## config.mk

```make
export PLATFORM = sky130hd
export DESIGN_NAME = fp16_mult_result_stage
export DESIGN_NICKNAME = d
export VERILOG_FILES = /design/src/rtl/fpu_types_pkg.sv /design/src/rtl/fp16_result_classify.sv /design/src/rtl/fp16_mult_result_stage.sv
export SDC_FILE = /design/constraint.sdc
export NUM_CORES = 1
export LEC_CHECK = 0
export BUFFER_PORTS_ARGS = -buffer_cell sky130_fd_sc_hd__buf_2
export CAP_MARGIN = 25
export CORE_MARGIN = 1
export CORE_UTILIZATION = 53
export CTS_CLUSTER_DIAMETER = 40
export DETAILED_ROUTE_END_ITERATION = 7
export HOLD_SLACK_MARGIN = 0.15
export PLACE_DENSITY = 0.82
export SYNTH_ARGS = -nofsm -noshare
export SYNTH_HDL_FRONTEND = slang
export SYNTH_SLANG_ARGS = --single-unit
export TNS_END_PERCENT = 50
```

## constraint.sdc

```tcl
create_clock -name clk -period 2.59 [get_ports clk]
set_clock_uncertainty 0.2 [all_clocks]
set_input_delay 0.1295 -clock clk [delete_from_list [all_inputs] [get_ports clk]]
set_output_delay 0.1295 -clock clk [all_outputs]
set_load 0.02 [all_outputs]
```

## src/rtl/fpu_types_pkg.sv

```systemverilog
// Shared FP16 result-stage types, constants and the product classification helper.
// Latency: none (declarations and a pure function only).
// Backpressure: not applicable.
package fpu_types_pkg;

    typedef enum logic [1:0] {
        FP16_NORM,
        FP16_SUB,
        FP16_INF,
        FP16_NAN
    } fp16_class_t;

    // Encoding the multiplier emits when the exponent overflows.
    localparam logic [15:0] HALF_MULT_OVF   = 16'hFDFF;
    localparam logic [15:0] HALF_CANON_QNAN = 16'h7E00;

    // Bit positions inside the 4-bit flag vector {OF, NV, INF, SUB}.
    localparam int FLAG_OF  = 3;
    localparam int FLAG_NV  = 2;
    localparam int FLAG_INF = 1;
    localparam int FLAG_SUB = 0;

    // Zero is reported as FP16_NORM: it carries no exception flag.
    function automatic fp16_class_t fp16_class(input logic [15:0] p);
        logic [4:0] e;
        logic [9:0] m;
        e = p[14:10];
        m = p[9:0];
        if (e == 5'h1F) begin
            return (m != 10'd0) ? FP16_NAN : FP16_INF;
        end else if (e == 5'h00 && m != 10'd0) begin
            return FP16_SUB;
        end
        return FP16_NORM;
    endfunction

endpackage

```

## src/rtl/fp16_result_classify.sv

```systemverilog
// Classifies one FP16 multiplier product into a one-hot-or-zero flag vector {OF, NV, INF, SUB}.
// Latency: purely combinational.
// Backpressure: none; output follows the input every cycle.
//
// Ports:
//   product  in   16  product {sign, exp[4:0], mant[9:0]}
//   flags    out  4   {OF, NV, INF, SUB}; at most one bit set
module fp16_result_classify
    import fpu_types_pkg::*;
(
    input  logic [15:0] product,
    output logic [3:0]  flags
);

    fp16_class_t cls;

    always_comb begin
        flags = 4'b0000;
        cls   = fp16_class(product);
        // The overflow encoding is itself a NaN pattern, so it must win before NV.
        if (product == HALF_MULT_OVF) begin
            flags[FLAG_OF] = 1'b1;
        end else begin
            case (cls)
                FP16_NAN: flags[FLAG_NV]  = 1'b1;
                FP16_INF: flags[FLAG_INF] = 1'b1;
                FP16_SUB: flags[FLAG_SUB] = 1'b1;
                default:  flags           = 4'b0000;
            endcase
        end
    end

endmodule

```

## src/rtl/fp16_mult_result_stage.sv

```systemverilog
// Registered FIFO stage behind the FP16 multiplier: stores product+tag+flags, keeps sticky
// fflags and a saturating delivered-result counter.
// Latency: 1 cycle push-to-out_valid. Backpressure: in_ready = not full; no same-cycle bypass.
//
// Optional feature macro: FP16_MULT_CANON_NAN_EN -- when defined, OF/NV entries are stored as
// the canonical qNaN 16'h7E00 (flags unchanged); otherwise products are stored bit-exact.
//
// Ports:
//   clk, rst            clock; synchronous active-high reset
//   in_valid/in_ready   upstream handshake; in_product, in_tag accompany it
//   out_valid/out_ready downstream handshake; out_product, out_tag, out_flags read 0 when empty
//   fflags, fflags_clr  sticky OR of pushed flags; clear input (same-cycle new flags survive)
//   result_cnt          number of pops, saturating at all-ones
module fp16_mult_result_stage
    import fpu_types_pkg::*;
#(
    parameter int DEPTH = 2,
    parameter int TAG_W = 4,
    parameter int CNT_W = 16
) (
    input  logic             clk,
    input  logic             rst,
    input  logic             in_valid,
    output logic             in_ready,
    input  logic [15:0]      in_product,
    input  logic [TAG_W-1:0] in_tag,
    output logic             out_valid,
    input  logic             out_ready,
    output logic [15:0]      out_product,
    output logic [TAG_W-1:0] out_tag,
    output logic [3:0]       out_flags,
    output logic [3:0]       fflags,
    input  logic             fflags_clr,
    output logic [CNT_W-1:0] result_cnt
);

    localparam int PTR_W  = $clog2(DEPTH);
    localparam int FILL_W = $clog2(DEPTH + 1);
    localparam logic [FILL_W-1:0] FULL_LVL = FILL_W'(DEPTH);

    logic [15:0]      prod_mem [DEPTH];
    logic [TAG_W-1:0] tag_mem  [DEPTH];
    logic [3:0]       flag_mem [DEPTH];

    logic [PTR_W-1:0]  wr_ptr;
    logic [PTR_W-1:0]  rd_ptr;
    logic [FILL_W-1:0] count;

    logic        push;
    logic        pop;
    logic [3:0]  new_flags;
    logic        canon_sel;
    logic [15:0] store_product;

    assign in_ready  = (count != FULL_LVL);
    assign out_valid = (count != '0);
    assign push      = in_valid & in_ready;
    assign pop       = out_valid & out_ready;

    fp16_result_classify u_classify (
        .product (in_product),
        .flags   (new_flags)
    );

`ifdef FP16_MULT_CANON_NAN_EN
    assign canon_sel = new_flags[FLAG_OF] | new_flags[FLAG_NV];
`else
    assign canon_sel = 1'b0;
`endif

    assign store_product = canon_sel ? HALF_CANON_QNAN : in_product;

    // Storage carries no reset; stale contents are masked by out_valid below.
    always_ff @(posedge clk) begin
        if (push) begin
            prod_mem[wr_ptr] <= store_product;
            tag_mem[wr_ptr]  <= in_tag;
            flag_mem[wr_ptr] <= new_flags;
        end
    end

    always_ff @(posedge clk) begin
        if (rst) begin
            wr_ptr     <= '0;
            rd_ptr     <= '0;
            count      <= '0;
            fflags     <= '0;
            result_cnt <= '0;
        end else begin
            if (push) begin
                wr_ptr <= wr_ptr + PTR_W'(1);
            end
            if (pop) begin
                rd_ptr <= rd_ptr + PTR_W'(1);
            end
            case ({push, pop})
                2'b10:   count <= count + FILL_W'(1);
                2'b01:   count <= count - FILL_W'(1);
                default: count <= count;
            endcase
            // Clear first, then OR in this cycle's flags so a coincident exception is kept.
            fflags <= (fflags_clr ? 4'b0000 : fflags) | (push ? new_flags : 4'b0000);
            if (pop && (result_cnt != '1)) begin
                result_cnt <= result_cnt + CNT_W'(1);
            end
        end
    end

    assign out_product = out_valid ? prod_mem[rd_ptr] : 16'h0000;
    assign out_tag     = out_valid ? tag_mem[rd_ptr]  : '0;
    assign out_flags   = out_valid ? flag_mem[rd_ptr] : 4'b0000;

endmodule

```

==> results of run 1 <==
## power by group through the flow
stage          registers (W)  clock network (W)  logic (W)
6_report             0.00151            0.00121    0.00125
3_3_place_gp         0.00151                  0    0.00118
3_5_place_dp         0.00153                  0    0.00121
4_1_cts              0.00151            0.00122    0.00125
2_1_floorplan        0.00151                  0   0.000838
5_1_grt              0.00152            0.00127    0.00134
## flip-flops by register name, summed over array words and instances (netlist names), named ones only
signal      flops
prod_mem       32
fflags          4
flag_mem        8
count           2
result_cnt     16
rd_ptr          1
tag_mem         8
wr_ptr          1
## cells in the final DEF, fill, tap and decap left out, types with 3 or more instances in the layout
master         netlist  layout
nand3_1              8       8
nand4_1              4       4
nor3_1               3       3
buf_2                2      70
a21oi_1              6       6
o32ai_1              3       3
xor2_1               3       3
dlygate4sd3_1        0      26
mux2i_1             25      25
clkbuf_8             0      10
edfxtp_1            48      48
nand2_1             13      13
inv_1                7       7
nor4_1               8       8
nor2_1              45      43
dfxtp_1             25      25
or4_1                5       5
bufinv_16            0       4
or3_1                3       3
nor2b_1              5       5
o31ai_1              5       5
buf_4                2       3
mux2_2               5       5
## cells in the mapped netlist (all sizes together), types with 3 or more instances
cell / n / share of area
edfxtp: 48 / 0.46
nor2: 45 / 0.054
dfxtp: 25 / 0.16
mux2i: 25 / 0.080
nand2: 13 / 0.016
nor4: 9 / 0.023
nand3: 8 / 0.013
clkbuf: 7 / 0.0084
inv: 7 / 0.0084
a21oi: 6 / 0.0096
nand4: 6 / 0.016
buf: 5 / 0.0092
mux2: 5 / 0.018
nor2b: 5 / 0.010
o31ai: 5 / 0.012
or4: 5 / 0.012
nor3: 3 / 0.0048
o21ai: 3 / 0.0060
o32ai: 3 / 0.0084
or3: 3 / 0.0060
xor2: 3 / 0.0084
## repair_timing
| action | in CTS | in global routing |
|---|---|---|
| endpoints found under the hold margin | 66 | 0 |
| hold buffers | 26 | 0 |
| setup endpoints to repair | 0 | 0 |
## worst min path at each step
stage / start / end / slack (ns) / cells past startpoint
6_report: in_tag[2] / tag_mem[0][2] / 0.31 / 2
2_1_floorplan: in_product[0] / prod_mem[0][0] / 0.03 / 0
4_1_cts: in_tag[2] / tag_mem[0][2] / 0.30 / 2
5_1_grt: in_tag[2] / tag_mem[0][2] / 0.31 / 2
3_5_place_dp: in_tag[3] / tag_mem[1][3] / 0.12 / 1
3_3_place_gp: in_tag[1] / tag_mem[1][1] / 0.12 / 1
## area by class of cell
cell class / count / area (um2) / share of cell area
multi-input cells: 168 / 1110 / 0.270
inverters: 7 / 26.3 / 0.00638
repair buffers: 101 / 673 / 0.163
clock inverters: 6 / 138 / 0.0334
clock buffers: 10 / 138 / 0.0334
flip-flops and latches: 73 / 1940 / 0.472
well taps: 72 / 90.1 / 0.0219
## cells by family after synthesis
kind of cell / count (synthesis)
and+or+nand+nor: 106
AOI/OAI and AO/OA: 26
DFF: 73
xor gates and xnor gates: 4
buffers and inverters: 19
adders and majority gates: 2
muxes: 30
## metrics by stage
stage               cells  instance area (um2)  hold slack, ns  total power [W]  setup WS, ns
floorplan             260                 3130          0.0284          0.00234        0.0830
global placement      395                 3580           0.118          0.00270         0.403
detailed placement    395                 3580           0.121          0.00274         0.326
CTS                   437                 4120           0.298          0.00397         0.311
global route          437                 4120           0.310          0.00413         0.188
finish                437                 4120           0.310          0.00397         0.317
## routing by layer
| metal | up-vias | global-route usage | share of wire |
|---|---|---|---|
| met3 | 17 | 0.0655 | 0.060 |
| met4 | 0 | 0.133 | 0.027 |
| li1 | 1167 | - | - |
| met2 | 96 | 0.459 | 0.53 |
| met1 | 1169 | 0.278 | 0.38 |
| met5 | - | 0 | 0 |
==> flow_summary.yaml, run 1 <==
global_routing:
  grt_usage: 0.256
  grt_pass1_wl_um: 11700
  overflow: 0
  first_global_vias: 2445
  grt_max_degree: 30
  antenna_found_initial: 0
clock_network:
  numCtsBuffers: 9
  insertion_delay_ns: 0.35
  clock_path_buffers: 2
  postCtsSetupBuffers: 0
  cts_tree: "done"
  cts_sinks: 73
  cts_root_buffer: "clkbuf_8"
  ctsResizeCount: 0
  path_clk_slew_ns: 0.08
  cts.htree.levels: 3
timing:
  timing.final.crit_share: 0.877
  period_needed_ns: 2.27
  max_slew.worst_pin.slew_ns: 0.700
  relSlewSlack: 0.533
  rsz0062_at_grt: "false"
  hold_viol: 0
  setup_viol: 0
  max_freq_ghz: 0.440
  fin_setup_tns_ns: 0
  maxSlewViolCount: 0
setup_path:
  cpMaxStageDelayCell: "dlygate4sd3_1"
  cp-endpoint: "fflags[2]"
  crit_top_cell: "dlygate4sd3_1"
  worstSetupPathDepth: 6
  slowest_delay_ns: 0.59
  r2r_slack_ns: 0.33
  crit_path_start: "rst"
  worstPathRequired_ns: 2.63
  timing.rr.end: "result_cnt[12]"
  worst-path-max-fanout: 29
  r2r-start: "result_cnt[0]"
  r2r_cells: 5
  crit_arrival_ns: 2.31
  crit_chain: "dlygate4sd3_1, buf_2, inv_1, nand3_1, o32ai_1, dlygate4sd3_1"
  crit_family: "buffers and inverters"
  crit_path_end_kind: "register"
  critPathLaunchType: "input port"
  setup.worst_path.class: "in2reg"
  worstPathBufferInverterCount: 4
yosys:
  ys_seq_area_frac: 0.621
  synth_async_sr_flop_share: 0
  synth_mux_area_frac: 0.0980
  syn_area_um2: 3130
  synth_flop_cell: "edfxtp_1"
  netlist_instances: 260
  synth_fa_ha_area_frac: 0.00800
  synth_compound_area_frac: 0.0604
  ys_ff_latch: 73
  yosys.area_share.simple: 0.176
  synth_cell_types: 42
  synth_top_family_by_area: "simple AND/OR/NAND/NOR gates"
  synth_edf_count: 48
  ys_warn_count: 0
  synth_nets: 287
  synthXorXnorAreaFrac: 0.0112
  syn_area_per_cell_um2: 12.0
floorplanning:
  die_w_um: 78.8
  ioPinCount: 71
  dieArea_um2: 6220
  start_util: 0.558
  die_y_um: 78.8
  rows: 27
  coreArea_um2: 5610
drt:
  vias_per_cell: 5.60
  routed_wl_um: 7340
  first_iter_violations: 166
  vias: 2449
  wl_per_cell_um: 16.8
  drc: 0
  postRouteAntennaNets: 0
  drt_pass1_iterations: 4
pwr:
  power_density_nw_per_um2: 964
  p_sw_w: 0.00133
  peakVddDrop_uv: 662
  seqPwrFrac: 0.379
  comb_power_share: 0.316
  p_leak_nw: 1.63
  swShare: 0.336
  internal_power_w: 0.00264
  clkPwrFrac: 0.305
place:
  place_hpwl_um: 4390
  place.gp.congestion: 0.809
  io_buffers: 70
cells_and_area:
  nNetsFinal: 387
  area_growth_pct: 31.6
  fill_cells: 374
  n_antenna_cell: 0
  drive_above_1_share: 0.282
  fin_util: 0.734
flow_run:
  cap_viol_max_count: 0
status:
  outcome: "finished clean"
min_path:
  hold_class: "in2reg"
Note: power is estimated with default switching activity, not from simulation.
==> inputs of run 2 (changes only) <==
ABC_AREA = 1   (was default)
BUFFER_PORTS_ARGS = -buffer_cell sky130_fd_sc_hd__buf_4   (was -buffer_cell sky130_fd_sc_hd__buf_2)
CORE_UTILIZATION = 54   (was 53)
==> run 2 against run 1 <==
  * Via count grew 17%
  * Die area grew 1.9%
  * Maximum frequency shrank 0.35%
  * Global-route usage grew 1.4 points
  * Largest cell class unchanged
  * First-iteration DRC count grew 16%
  * Non-clock buffer count shrank 1
  * Worst setup slack lost 0.0079 ns
  * Total power shrank 8.5%
==> flow_summary.yaml, run 2 <==
status:
  outcome: "finished clean"
clock_network:
  path_clk_slew_ns: 0.07
  ctsResizeCount: 0
  clock_path_buffers: 2
  cts_root_buffer: "clkbuf_8"
  cts_tree: "done"
  cts_sinks: 73
  cts.htree.levels: 3
  insertion_delay_ns: 0.34
  numCtsBuffers: 9
timing:
  max_freq_ghz: 0.438
  maxSlewViolCount: 0
  relSlewSlack: 0.507
  fin_setup_tns_ns: 0
  period_needed_ns: 2.28
  hold_slack_ns: 0.266
  max_slew.worst_pin.slew_ns: 0.739
  hold_viol: 0
  rsz0062_at_grt: "false"
  setup_viol: 0
  timing.final.crit_share: 0.881
  setup_ws_ns: 0.309
yosys:
  yosys.area.top_type: "edfxtp_1"
  syn_area_um2: 3250
  synth_nets: 387
  ys_top_cells_by_area: "edfxtp_1 44%, dfxtp_1 15%, nand2_1 14%"
  synth_commonest_cells: "119 x nand2_1, 48 x edfxtp_1, 46 x nor2_1, 33 x a21oi_1"
  yosysTopAreaCellShare: 0.443
  yosysMostFrequentCell: "nand2_1"
  synth_edf_count: 48
  ys_seq_area_frac: 0.597
  netlist_instances: 360
  syn_area_per_cell_um2: 9.03
  synth_async_sr_flop_share: 0
  synth_cell_types: 28
  synth_flop_cell: "edfxtp_1"
  ys_ff_latch: 73
  ys_warn_count: 0
cells_and_area:
  largest_reg_flops: 32
  nNetsFinal: 487
  n_antenna_cell: 0
  layout_commonest_cell: "nand2_1"
  drive_above_1_share: 0.234
  reg_top3: "prod_mem: 32 flops, result_cnt: 16 flops"
  final_cell_mix: "119 x nand2_1, 73 x buf_4, 48 x edfxtp_1"
  area_growth_pct: 33.5
  regMostFlops: "prod_mem"
drt:
  wl_per_cell_um: 15.3
  met2_length_um: 4300
  m1WireLength_um: 3270
  postRouteAntennaNets: 0
  highest_layer: "met4"
  first_iter_violations: 192
  routed_wl_um: 8220
  drc: 0
  drt_pass1_iterations: 5
  wl_met3_um: 507
  vias: 2854
  vias_per_cell: 5.31
floorplanning:
  dieArea_um2: 6330
  ioPinCount: 71
  coreArea_um2: 5640
  die_w_um: 79.6
  rows: 27
  die_y_um: 79.6
  start_util: 0.576
global_routing:
  grt_max_degree: 25
  overflow: 0
  grt_usage: 0.270
  antenna_found_initial: 0
  grt_pass1_wl_um: 12600
  first_global_vias: 2771
place:
  io_buffers: 70
  place.gp.congestion: 0.870
  place_hpwl_um: 4890
  pre_cts_ws_ns: 0.548
setup_path:
  critPathLaunchType: "input port"
  worst-path-max-fanout: 4
  crit_arrival_ns: 2.37
  r2r-start: "count[0]"
  setup.worst_path.class: "in2reg"
  crit_path_end_kind: "register"
  worstPathRequired_ns: 2.68
  crit_path_start: "in_product[1]"
min_path:
  worstHoldStart: "rd_ptr"
  hold_class: "reg2reg"
pwr:
  peakVddDrop_uv: 576
  p_leak_nw: 1.77
  power_density_nw_per_um2: 838
flow_run:
  cap_viol_max_count: 0
run 2: through the flow:
step / power (W) / util / area (um2) / instances
final: 0.00363 / 0.769 / 4340 / 537
after global routing: 0.00379 / 0.769 / 4340 / 537
after CTS: 0.00362 / 0.769 / 4340 / 537
after detailed placement: 0.00262 / 0.684 / 3860 / 495
after global placement: 0.00258 / 0.684 / 3860 / 495
after floorplan: 0.00217 / - / 3250 / 360
run 2: critical path: stages:
cell           delay, ns
dlygate4sd3_1       0.56
buf_4               0.15
or2_2               0.29
nor2_1              0.11
nand2_1             0.12
nor2_1              0.21
nand2_1             0.07
a21oi_1             0.14
dlygate4sd3_1       0.56
run 2: what timing repair did:
item,4_1_cts,5_1_grt
endpoints found under the hold margin,67,0
hold buffers,26,0
setup buffers,0,0
run 2: final timing paths:
check	to	slack (ns)	cells after the start
worst min register to register	rd_ptr	0.27	1
worst max register to register	prod_mem[1][2]	0.52	5
worst min-delay path	rd_ptr	0.27	1
worst max-delay path	fflags[1]	0.31	9
run 2: power by group:
part	switching [W]	internal (W)	total (W)
Sequential	0.0000723	0.00139	0.00146
Clock	0.000440	0.000546	0.000985
Combinational	0.000759	0.000429	0.00119
run 2: layer usage:
layer | global-route usage | vias up
met4 | 0.0945 | 0
met5 | 0 | -
met2 | 0.491 | 118
li1 | - | 1380
met3 | 0.0651 | 17
met1 | 0.306 | 1339
run 2: cells by family after synthesis:
| family | synth area share |
|---|---|
| XOR/XNOR | 0.0216 |
| buffers and inverters | 0.0477 |
| adder cells (fa/ha/maj) | 0.00770 |
| flip-flops | 0.597 |
| AO/OA/AOI/OAI | 0.0905 |
| AND/OR/NAND/NOR | 0.235 |
run 2: area by class of cell:
cell class	instances	area (um2)
Clock buffer	10	128
Clock inverter	6	91.3
Fill cell	394	1300
Inverter	27	101
Multi-Input combinational cell	249	1160
Sequential cell	73	1940
Tap cell	72	90.1
Timing Repair Buffer	100	828
